`src/rtl/exec_pkg.sv`:
```
// Shared types for the execute stage: ALU opcodes, packed control word and FSM states.
package exec_pkg;

    typedef enum logic [3:0] {
        OP_ADD  = 4'd0,
        OP_SUB  = 4'd1,
        OP_AND  = 4'd2,
        OP_OR   = 4'd3,
        OP_XOR  = 4'd4,
        OP_NOR  = 4'd5,
        OP_SLT  = 4'd6,
        OP_SLTU = 4'd7,
        OP_SLL  = 4'd8,
        OP_SRL  = 4'd9,
        OP_SRA  = 4'd10,
        OP_LUI  = 4'd11,
        OP_MUL  = 4'd12
    } alu_op_e;

    typedef struct packed {
        logic       reg_dst;
        logic       alu_src;
        logic       mem_to_reg;
        logic       reg_write;
        logic       mem_wr;
        logic       jal;
        logic [1:0] dsize;
        alu_op_e    alu_op;
    } ctrl_t;

    localparam int CTRL_W = $bits(ctrl_t);

    typedef enum logic [1:0] {
        EMPTY    = 2'd0,
        ALU_RDY  = 2'd1,
        MUL_BUSY = 2'd2,
        MUL_DONE = 2'd3
    } state_e;

endpackage

```
`src/rtl/exec_stage_if.sv`:
```
// Upstream/downstream handshake and operand bus of the execute stage.
interface exec_stage_if #(
    parameter int XLEN = 32,
    parameter int RAW  = 5
) ();
    import exec_pkg::*;

    logic            in_valid;
    logic            in_ready;
    ctrl_t           in_ctrl;
    logic [XLEN-1:0] in_bus_a;
    logic [XLEN-1:0] in_bus_b;
    logic [XLEN-1:0] in_imm;
    logic [RAW-1:0]  in_rd;
    logic [RAW-1:0]  in_rt;
    logic [1:0]      fwd_sel_a;
    logic [1:0]      fwd_sel_b;
    logic [XLEN-1:0] fwd_mem_data;
    logic [XLEN-1:0] fwd_wb_data;
    logic            flush;
    logic            out_valid;
    logic            out_ready;
    ctrl_t           out_ctrl;
    logic [XLEN-1:0] out_alu;
    logic [XLEN-1:0] out_bus_b;
    logic [RAW-1:0]  out_rw;

    modport master (
        output in_valid, in_ctrl, in_bus_a, in_bus_b, in_imm, in_rd, in_rt,
               fwd_sel_a, fwd_sel_b, fwd_mem_data, fwd_wb_data, flush, out_ready,
        input  in_ready, out_valid, out_ctrl, out_alu, out_bus_b, out_rw
    );

    modport slave (
        input  in_valid, in_ctrl, in_bus_a, in_bus_b, in_imm, in_rd, in_rt,
               fwd_sel_a, fwd_sel_b, fwd_mem_data, fwd_wb_data, flush, out_ready,
        output in_ready, out_valid, out_ctrl, out_alu, out_bus_b, out_rw
    );

endinterface

```
`src/rtl/exec_mul.sv`:
```
// Radix-2 shift-add multiplier, one multiplier bit per cycle, low XLEN bits of the product.
module exec_mul #(
    parameter int XLEN = 32
) (
    input  logic            clk,
    input  logic            rst_n,
    input  logic            start,
    input  logic            abort,
    input  logic [XLEN-1:0] a,
    input  logic [XLEN-1:0] b,
    output logic            busy,
    output logic            done,
    output logic [XLEN-1:0] result
);
    localparam int CW = $clog2(XLEN + 1);

    logic [XLEN-1:0] mcand, mplier, acc;
    logic [CW-1:0]   cnt;

    // done marks the cycle whose edge performs the final iteration
    assign done   = busy && (cnt == CW'(1));
    assign result = acc;

    always_ff @(posedge clk or negedge rst_n) begin
        if (!rst_n) begin
            mcand  <= '0;
            mplier <= '0;
            acc    <= '0;
            cnt    <= '0;
            busy   <= 1'b0;
        end else if (abort) begin
            busy <= 1'b0;
            cnt  <= '0;
        end else if (start) begin
            mcand  <= a;
            mplier <= b;
            acc    <= '0;
            cnt    <= CW'(XLEN);
            busy   <= 1'b1;
        end else if (busy) begin
            if (mplier[0]) acc <= acc + mcand;
            mcand  <= mcand << 1;
            mplier <= mplier >> 1;
            cnt    <= cnt - CW'(1);
            if (done) busy <= 1'b0;
        end
    end

endmodule

```
`src/rtl/exec_stage.sv`:
```
// Execute stage: operand forwarding, single-cycle ALU and an iterative multiplier behind
// a valid/ready handshake with a one-entry output register.
module exec_stage
    import exec_pkg::*;
#(
    parameter int XLEN   = 32,
    parameter int RAW    = 5,
    parameter int MUL_EN = 1
) (
    input logic         clk,
    input logic         rst_n,
    exec_stage_if.slave bus
);
    localparam int SHW = $clog2(XLEN);

    state_e          state, nextState;
    ctrl_t           ctrlQ, outCtrl;
    logic [XLEN-1:0] aQ, bQ, immQ;
    logic [RAW-1:0]  rwQ;
    logic [XLEN-1:0] fwdA, fwdB, op2In, op2, aluRes, mulRes;
    logic [SHW-1:0]  sh;
    logic            accept, isMulIn, outValid, inReady, mulStart, mulBusy, mulDone;

    function automatic logic [XLEN-1:0] fwdMux(input logic [1:0] sel,
                                               input logic [XLEN-1:0] busV, memV, wbV);
        case (sel)
            2'd1:    return memV;
            2'd2:    return wbV;
            default: return busV;
        endcase
    endfunction

    assign fwdA     = fwdMux(bus.fwd_sel_a, bus.in_bus_a, bus.fwd_mem_data, bus.fwd_wb_data);
    assign fwdB     = fwdMux(bus.fwd_sel_b, bus.in_bus_b, bus.fwd_mem_data, bus.fwd_wb_data);
    assign op2In    = bus.in_ctrl.alu_src ? bus.in_imm : fwdB;
    assign isMulIn  = (MUL_EN != 0) && (bus.in_ctrl.alu_op == OP_MUL);
    assign mulStart = accept && isMulIn;

    always_comb begin
        outValid  = (state == ALU_RDY) || (state == MUL_DONE);
        inReady   = (state == EMPTY) || (outValid && bus.out_ready);
        accept    = bus.in_valid && inReady && !bus.flush;
        nextState = state;
        if (bus.flush) begin
            nextState = EMPTY;
        end else begin
            case (state)
                EMPTY:
                    if (accept) nextState = isMulIn ? MUL_BUSY : ALU_RDY;
                ALU_RDY, MUL_DONE:
                    if (bus.out_ready) nextState = accept ? (isMulIn ? MUL_BUSY : ALU_RDY) : EMPTY;
                MUL_BUSY:
                    if (mulDone)       nextState = MUL_DONE;
                    else if (!mulBusy) nextState = EMPTY;
                default: nextState = EMPTY;
            endcase
        end
    end

    always_ff @(posedge clk or negedge rst_n) begin
        if (!rst_n) state <= EMPTY;
        else        state <= nextState;
    end

    always_ff @(posedge clk or negedge rst_n) begin
        if (!rst_n) begin
            ctrlQ <= '0;
            aQ    <= '0;
            bQ    <= '0;
            immQ  <= '0;
            rwQ   <= '0;
        end else if (accept) begin
            ctrlQ <= bus.in_ctrl;
            aQ    <= fwdA;
            bQ    <= fwdB;
            immQ  <= bus.in_imm;
            rwQ   <= bus.in_ctrl.reg_dst ? bus.in_rd : bus.in_rt;
        end
    end

    // ALU works on the captured operands, so outputs stay stable while stalled
    assign op2 = ctrlQ.alu_src ? immQ : bQ;
    assign sh  = aQ[SHW-1:0];

    always_comb begin
        aluRes = '0;
        case (ctrlQ.alu_op)
            OP_ADD:  aluRes = aQ + op2;
            OP_SUB:  aluRes = aQ - op2;
            OP_AND:  aluRes = aQ & op2;
            OP_OR:   aluRes = aQ | op2;
            OP_XOR:  aluRes = aQ ^ op2;
            OP_NOR:  aluRes = ~(aQ | op2);
            OP_SLT:  aluRes[0] = $signed(aQ) < $signed(op2);
            OP_SLTU: aluRes[0] = aQ < op2;
            OP_SLL:  aluRes = op2 << sh;
            OP_SRL:  aluRes = op2 >> sh;
            OP_SRA:  aluRes = $unsigned($signed(op2) >>> sh);
            OP_LUI:  aluRes = op2 << (XLEN / 2);
            OP_MUL:  aluRes = aQ + op2;   // only visible when the multiplier is absent
            default: aluRes = '0;
        endcase
    end

    if (MUL_EN != 0) begin : gMul
        exec_mul #(.XLEN(XLEN)) uMul (
            .clk   (clk),
            .rst_n (rst_n),
            .start (mulStart),
            .abort (bus.flush),
            .a     (fwdA),
            .b     (op2In),
            .busy  (mulBusy),
            .done  (mulDone),
            .result(mulRes)
        );
    end else begin : gNoMul
        assign mulBusy = 1'b0;
        assign mulDone = 1'b0;
        assign mulRes  = '0;
    end

    always_comb begin
        outCtrl = ctrlQ;
        if (!outValid) begin
            outCtrl.reg_write = 1'b0;
            outCtrl.mem_wr    = 1'b0;
        end
    end

    assign bus.in_ready  = inReady;
    assign bus.out_valid = outValid;
    assign bus.out_ctrl  = outCtrl;
    assign bus.out_alu   = (state == MUL_DONE) ? mulRes : aluRes;
    assign bus.out_bus_b = bQ;
    assign bus.out_rw    = rwQ;

endmodule

```
`src/flat_wrapper.sv`:
```
// flat-port wrapper written by rule: the top's interface ports become plain ports
module exec_stage_flat import exec_pkg::*;
#(
    parameter int XLEN   = 32,
    parameter int RAW    = 5,
    parameter int MUL_EN = 1
)
  (clk, rst_n, bus_in_valid, bus_in_ctrl, bus_in_bus_a, bus_in_bus_b, bus_in_imm, bus_in_rd, bus_in_rt, bus_fwd_sel_a, bus_fwd_sel_b, bus_fwd_mem_data, bus_fwd_wb_data, bus_flush, bus_out_ready, bus_in_ready, bus_out_valid, bus_out_ctrl, bus_out_alu, bus_out_bus_b, bus_out_rw);
  exec_stage_if #(.XLEN(XLEN), .RAW(RAW)) bus_i ();
  input logic clk;
  input logic rst_n;
  input wire logic [$bits(bus_i.in_valid)-1:0] bus_in_valid;
  input wire logic [$bits(bus_i.in_ctrl)-1:0] bus_in_ctrl;
  input wire logic [$bits(bus_i.in_bus_a)-1:0] bus_in_bus_a;
  input wire logic [$bits(bus_i.in_bus_b)-1:0] bus_in_bus_b;
  input wire logic [$bits(bus_i.in_imm)-1:0] bus_in_imm;
  input wire logic [$bits(bus_i.in_rd)-1:0] bus_in_rd;
  input wire logic [$bits(bus_i.in_rt)-1:0] bus_in_rt;
  input wire logic [$bits(bus_i.fwd_sel_a)-1:0] bus_fwd_sel_a;
  input wire logic [$bits(bus_i.fwd_sel_b)-1:0] bus_fwd_sel_b;
  input wire logic [$bits(bus_i.fwd_mem_data)-1:0] bus_fwd_mem_data;
  input wire logic [$bits(bus_i.fwd_wb_data)-1:0] bus_fwd_wb_data;
  input wire logic [$bits(bus_i.flush)-1:0] bus_flush;
  input wire logic [$bits(bus_i.out_ready)-1:0] bus_out_ready;
  output wire logic [$bits(bus_i.in_ready)-1:0] bus_in_ready;
  output wire logic [$bits(bus_i.out_valid)-1:0] bus_out_valid;
  output wire logic [$bits(bus_i.out_ctrl)-1:0] bus_out_ctrl;
  output wire logic [$bits(bus_i.out_alu)-1:0] bus_out_alu;
  output wire logic [$bits(bus_i.out_bus_b)-1:0] bus_out_bus_b;
  output wire logic [$bits(bus_i.out_rw)-1:0] bus_out_rw;
  assign bus_i.in_valid = bus_in_valid;
  assign bus_i.in_ctrl = bus_in_ctrl;
  assign bus_i.in_bus_a = bus_in_bus_a;
  assign bus_i.in_bus_b = bus_in_bus_b;
  assign bus_i.in_imm = bus_in_imm;
  assign bus_i.in_rd = bus_in_rd;
  assign bus_i.in_rt = bus_in_rt;
  assign bus_i.fwd_sel_a = bus_fwd_sel_a;
  assign bus_i.fwd_sel_b = bus_fwd_sel_b;
  assign bus_i.fwd_mem_data = bus_fwd_mem_data;
  assign bus_i.fwd_wb_data = bus_fwd_wb_data;
  assign bus_i.flush = bus_flush;
  assign bus_i.out_ready = bus_out_ready;
  assign bus_in_ready = bus_i.in_ready;
  assign bus_out_valid = bus_i.out_valid;
  assign bus_out_ctrl = bus_i.out_ctrl;
  assign bus_out_alu = bus_i.out_alu;
  assign bus_out_bus_b = bus_i.out_bus_b;
  assign bus_out_rw = bus_i.out_rw;
  exec_stage #(.XLEN(XLEN), .RAW(RAW), .MUL_EN(MUL_EN)) u_core (.clk(clk), .rst_n(rst_n), .bus(bus_i));
endmodule
```
`config.mk`:
```
export PLATFORM = sky130hd
export DESIGN_NAME = exec_stage_flat
export DESIGN_NICKNAME = d
export VERILOG_FILES = /design/src/rtl/exec_pkg.sv /design/src/rtl/exec_stage_if.sv /design/src/rtl/exec_mul.sv /design/src/rtl/exec_stage.sv /design/src/flat_wrapper.sv
export SDC_FILE = /design/constraint.sdc
export NUM_CORES = 1
export LEC_CHECK = 0
export CORE_MARGIN = 4
export CORE_UTILIZATION = 50
export DETAILED_ROUTE_END_ITERATION = 10
export HOLD_SLACK_MARGIN = 0.03
export MAX_ROUTING_LAYER = met4
export PLACE_DENSITY_LB_ADDON = 0.1
export SLEW_MARGIN = 0
export SYNTH_ARGS = -nofsm -noshare
export SYNTH_HDL_FRONTEND = slang
export SYNTH_HIERARCHICAL = 1
export SYNTH_SLANG_ARGS = --single-unit
```
`constraint.sdc`:
```
create_clock -name clk -period 5.15 [get_ports clk]
set_input_delay 1.03 -clock clk [delete_from_list [all_inputs] [get_ports clk]]
set_output_delay 1.03 -clock clk [all_outputs]
set_load 0.03 [all_outputs]
```
==> results.ini <==
[outcome]
status = finished, violations left
violations = setup timing

[global_route]
antenna_found_initial = 9
grt_pass1_wl_um = 170000
grt.overflow.total = 0
grt_pass1_vias = 25800
grt_usage = 0.466
grt_max_degree = 108

[floorplanning]
die_w_um = 223
io_pins = 274
fp.dieArea_sq_um = 49900
rows = 78
die_y_um = 223
coreArea_sq_um = 45600
start_util = 0.509

[layout]
syn2layout_area_growth_pct = 29.6
drive_above_1_share = 0.215
fin_nets = 3562
fill_cells = 3746
instances_no_fill = 3846

[logic_synthesis]
ys_types = 97
synth.largest_area_cell = dfrtp_1
synth_fp_nets = 3244
netlist_top_cells_count = nand2_1, o21ai_0, nor2_1
netlist_area_sq_um = 23200
syn_avg_cell_area_sq_um = 7.98
yosysTopAreaCellShare = 0.235
synthFlopType = dfrtp_1
seq_area_frac_synth = 0.235
synth_most_common_cell = nand2_1
async_reset_ff_frac = 1.00
synth_edf_count = 0
synth.area.top_cells = dfrtp_1, ha_1, mux2i_1, o21ai_0, nand2_1
ys_seq_elements = 218
synthCells = 2905
yosysWarnings = 6

[sta]
hold_viol_final = 0
period_needed_ns = 5.33
fmax_mhz = 188
fin_ws_ns = -0.178
slew_headroom = 0.218
tightest_slew_ns = 1.17
tns_ns = -1.72
post-route-period-util = 1.03
grt_setup_unrepaired = yes
finalSetupViolCount = 18
slew_viol_final = 0
finClkSkew_ns = 0.0277

[drt]
wl_per_cell_um = 31.2
wl_met3_um = 16500
antenna_left = 0
num_vias = 27300
wl_met1_um = 43900
drcViolationCount = 0
drt_wl_total_um = 120000
highest_layer = met4
first_pass_iters = 6
dr.first_iter.drc_count = 4912
viasPerCell = 7.10
met2WireLength_um = 49900

[power]
comb_power_share = 0.714
switching_share = 0.507
p_int_w = 0.00708
clkPwrFrac = 0.122
p_sw_w = 0.00729
leakagePower_nw = 12.5
seq_power_share = 0.164
vdd_drop_max_uv = 365
powerDensity_nw_per_um2 = 478

[clock_tree]
cts.sinks = 218
clkSlewWorstSetupHoldPaths_ns = 0.06
clk_path_buf_depth = 3
cts_tree = yes
clk_latency_ns = 0.57
cts_buffers = 25
ctsHoldBuffers = 0
cts-root-buf = clkbuf_16
cts_max_level = 1

[critical_path]
arrival_ns = 4.30
path_max_fanout = 14
critPathLaunchType = register
worst_setup_path_end_kind = output port
required_ns = 4.12
path_class = register to output port

[placement]
place_inst = 3765
place_ws_ns = -0.327
portBuffers = 273
gp_congestion = 1.16
dp_hpwl_um = 93400

[worst_hold_path]
min_path_type = primary input to async pin

[flow_run]
drv_cap = 0

==> final cells by class <==
class	instances	area (sq um)	share of cell area
Tap cell	600	751	0.0250
Sequential cell	218	5470	0.182
Clock inverter	8	65.1	0.00217
Inverter	117	443	0.0147
Timing Repair Buffer	518	5040	0.168
Clock buffer	37	711	0.0237
Multi-Input combinational cell	2343	17600	0.584
Antenna cell	5	12.5	0.000416
==> critical path, stage by stage (launching register included) <==
cell,delay [ns]
dfrtp_4,0.49
buf_8,0.17
buf_16,0.19
mux2i_1,0.20
buf_4,0.19
ha_2,0.33
buf_4,0.20
a21oi_2,0.16
buf_4,0.13
o21bai_1,0.06
a21oi_1,0.17
o31a_1,0.27
o211a_1,0.26
nand3_1,0.12
xnor2_1,0.14
nand2_1,0.07
a32oi_1,0.24
buf_4,0.20
buf_12,0.12
==> layout by cell type (no fill, tap or decap), types with 26 or more instances in the layout <==
master	instances
ha_1	119
mux2_2	113
clkbuf_16	27
o21ai_1	36
clkdlybuf4s50_1	239
nand2_1	362
nor2_1	239
a22oi_1	83
dfrtp_1	213
a21o_1	35
nor3_1	38
buf_12	27
buf_4	222
a21oi_1	184
nand3_1	43
inv_1	105
xnor2_1	26
o21ai_0	279
mux4_2	54
o22ai_1	30
mux2i_1	141
a221oi_1	27
==> power groups by stage <==
stage	Clock [W]	Sequential [W]	Combinational [W]
3_5_place_dp	0	0.00233	0.00880
5_1_grt	0.00184	0.00235	0.0105
3_3_place_gp	0	0.00231	0.00877
6_report	0.00176	0.00236	0.0103
2_1_floorplan	0	0.00224	0.00491
4_1_cts	0.00176	0.00231	0.00938
==> state kept, by name, indices dropped and copies added, names as in the netlist <==
signal,flops
u_core/aQ,32
u_core/bus.out_bus_b,32
u_core/bus.out_ctrl,10
u_core/bus.out_rw,5
u_core/ctrlQ,2
u_core/gMul.uMul/busy,1
u_core/gMul.uMul/cnt,6
u_core/gMul.uMul/mcand,32
u_core/gMul.uMul/mplier,32
u_core/gMul.uMul/result,32
u_core/immQ,32
u_core/state,2
==> per-layer routing <==
metal	vias up	global-route usage
met4	0	0.260
met2	2441	0.675
met5	-	-
met3	533	0.131
li1	11300	-
met1	13000	0.588
==> timing repair <==
item                                    CTS  global route
pin swaps                                38            45
buffers inserted                         15            16
hold endpoints to repair                  0             0
endpoints found under the setup margin   28            29
gates cloned                              2             1
resized for setup                       141           114
==> final timing paths <==
path	from	end	slack, ns	cells after the start
min in group clk	u_core/gMul.uMul/mplier[28]	u_core/gMul.uMul/mplier[28]	0.48	2
worst min register to register	u_core/gMul.uMul/mplier[28]	u_core/gMul.uMul/mplier[28]	0.48	2
worst max-delay path	u_core/bus.out_ctrl[10]	bus_out_alu[29]	-0.18	18
worst max register to register	u_core/state[0]	u_core/gMul.uMul/mplier[2]	1.53	9
max in group asynchronous	rst_n	u_core/bus.out_rw[1]	3.53	2
worst min-delay path	rst_n	u_core/gMul.uMul/mcand[22]	0.48	1
==> cells by family after synthesis <==
logic type,after synthesis,synth area share
AO/OA/AOI/OAI,973,0.266
AND/OR/NAND/NOR,841,0.159
buffers and inverters,344,0.0601
multiplexers,328,0.178
flip-flops,218,0.235
adder cells (fa/ha/maj),151,0.0821
XOR/XNOR,50,0.0189
==> stage by stage <==
step	power, W	hold WS (ns)	utilization	area (sq um)
after floorplan	0.00715	0.449	-	23200
after global placement	0.0111	0.461	0.609	27700
after detailed placement	0.0111	0.472	0.609	27700
after CTS	0.0134	0.485	0.644	29300
after global routing	0.0147	0.517	0.659	30000
final	0.0144	0.480	0.659	30000
(Power assumes the default switching activity.)
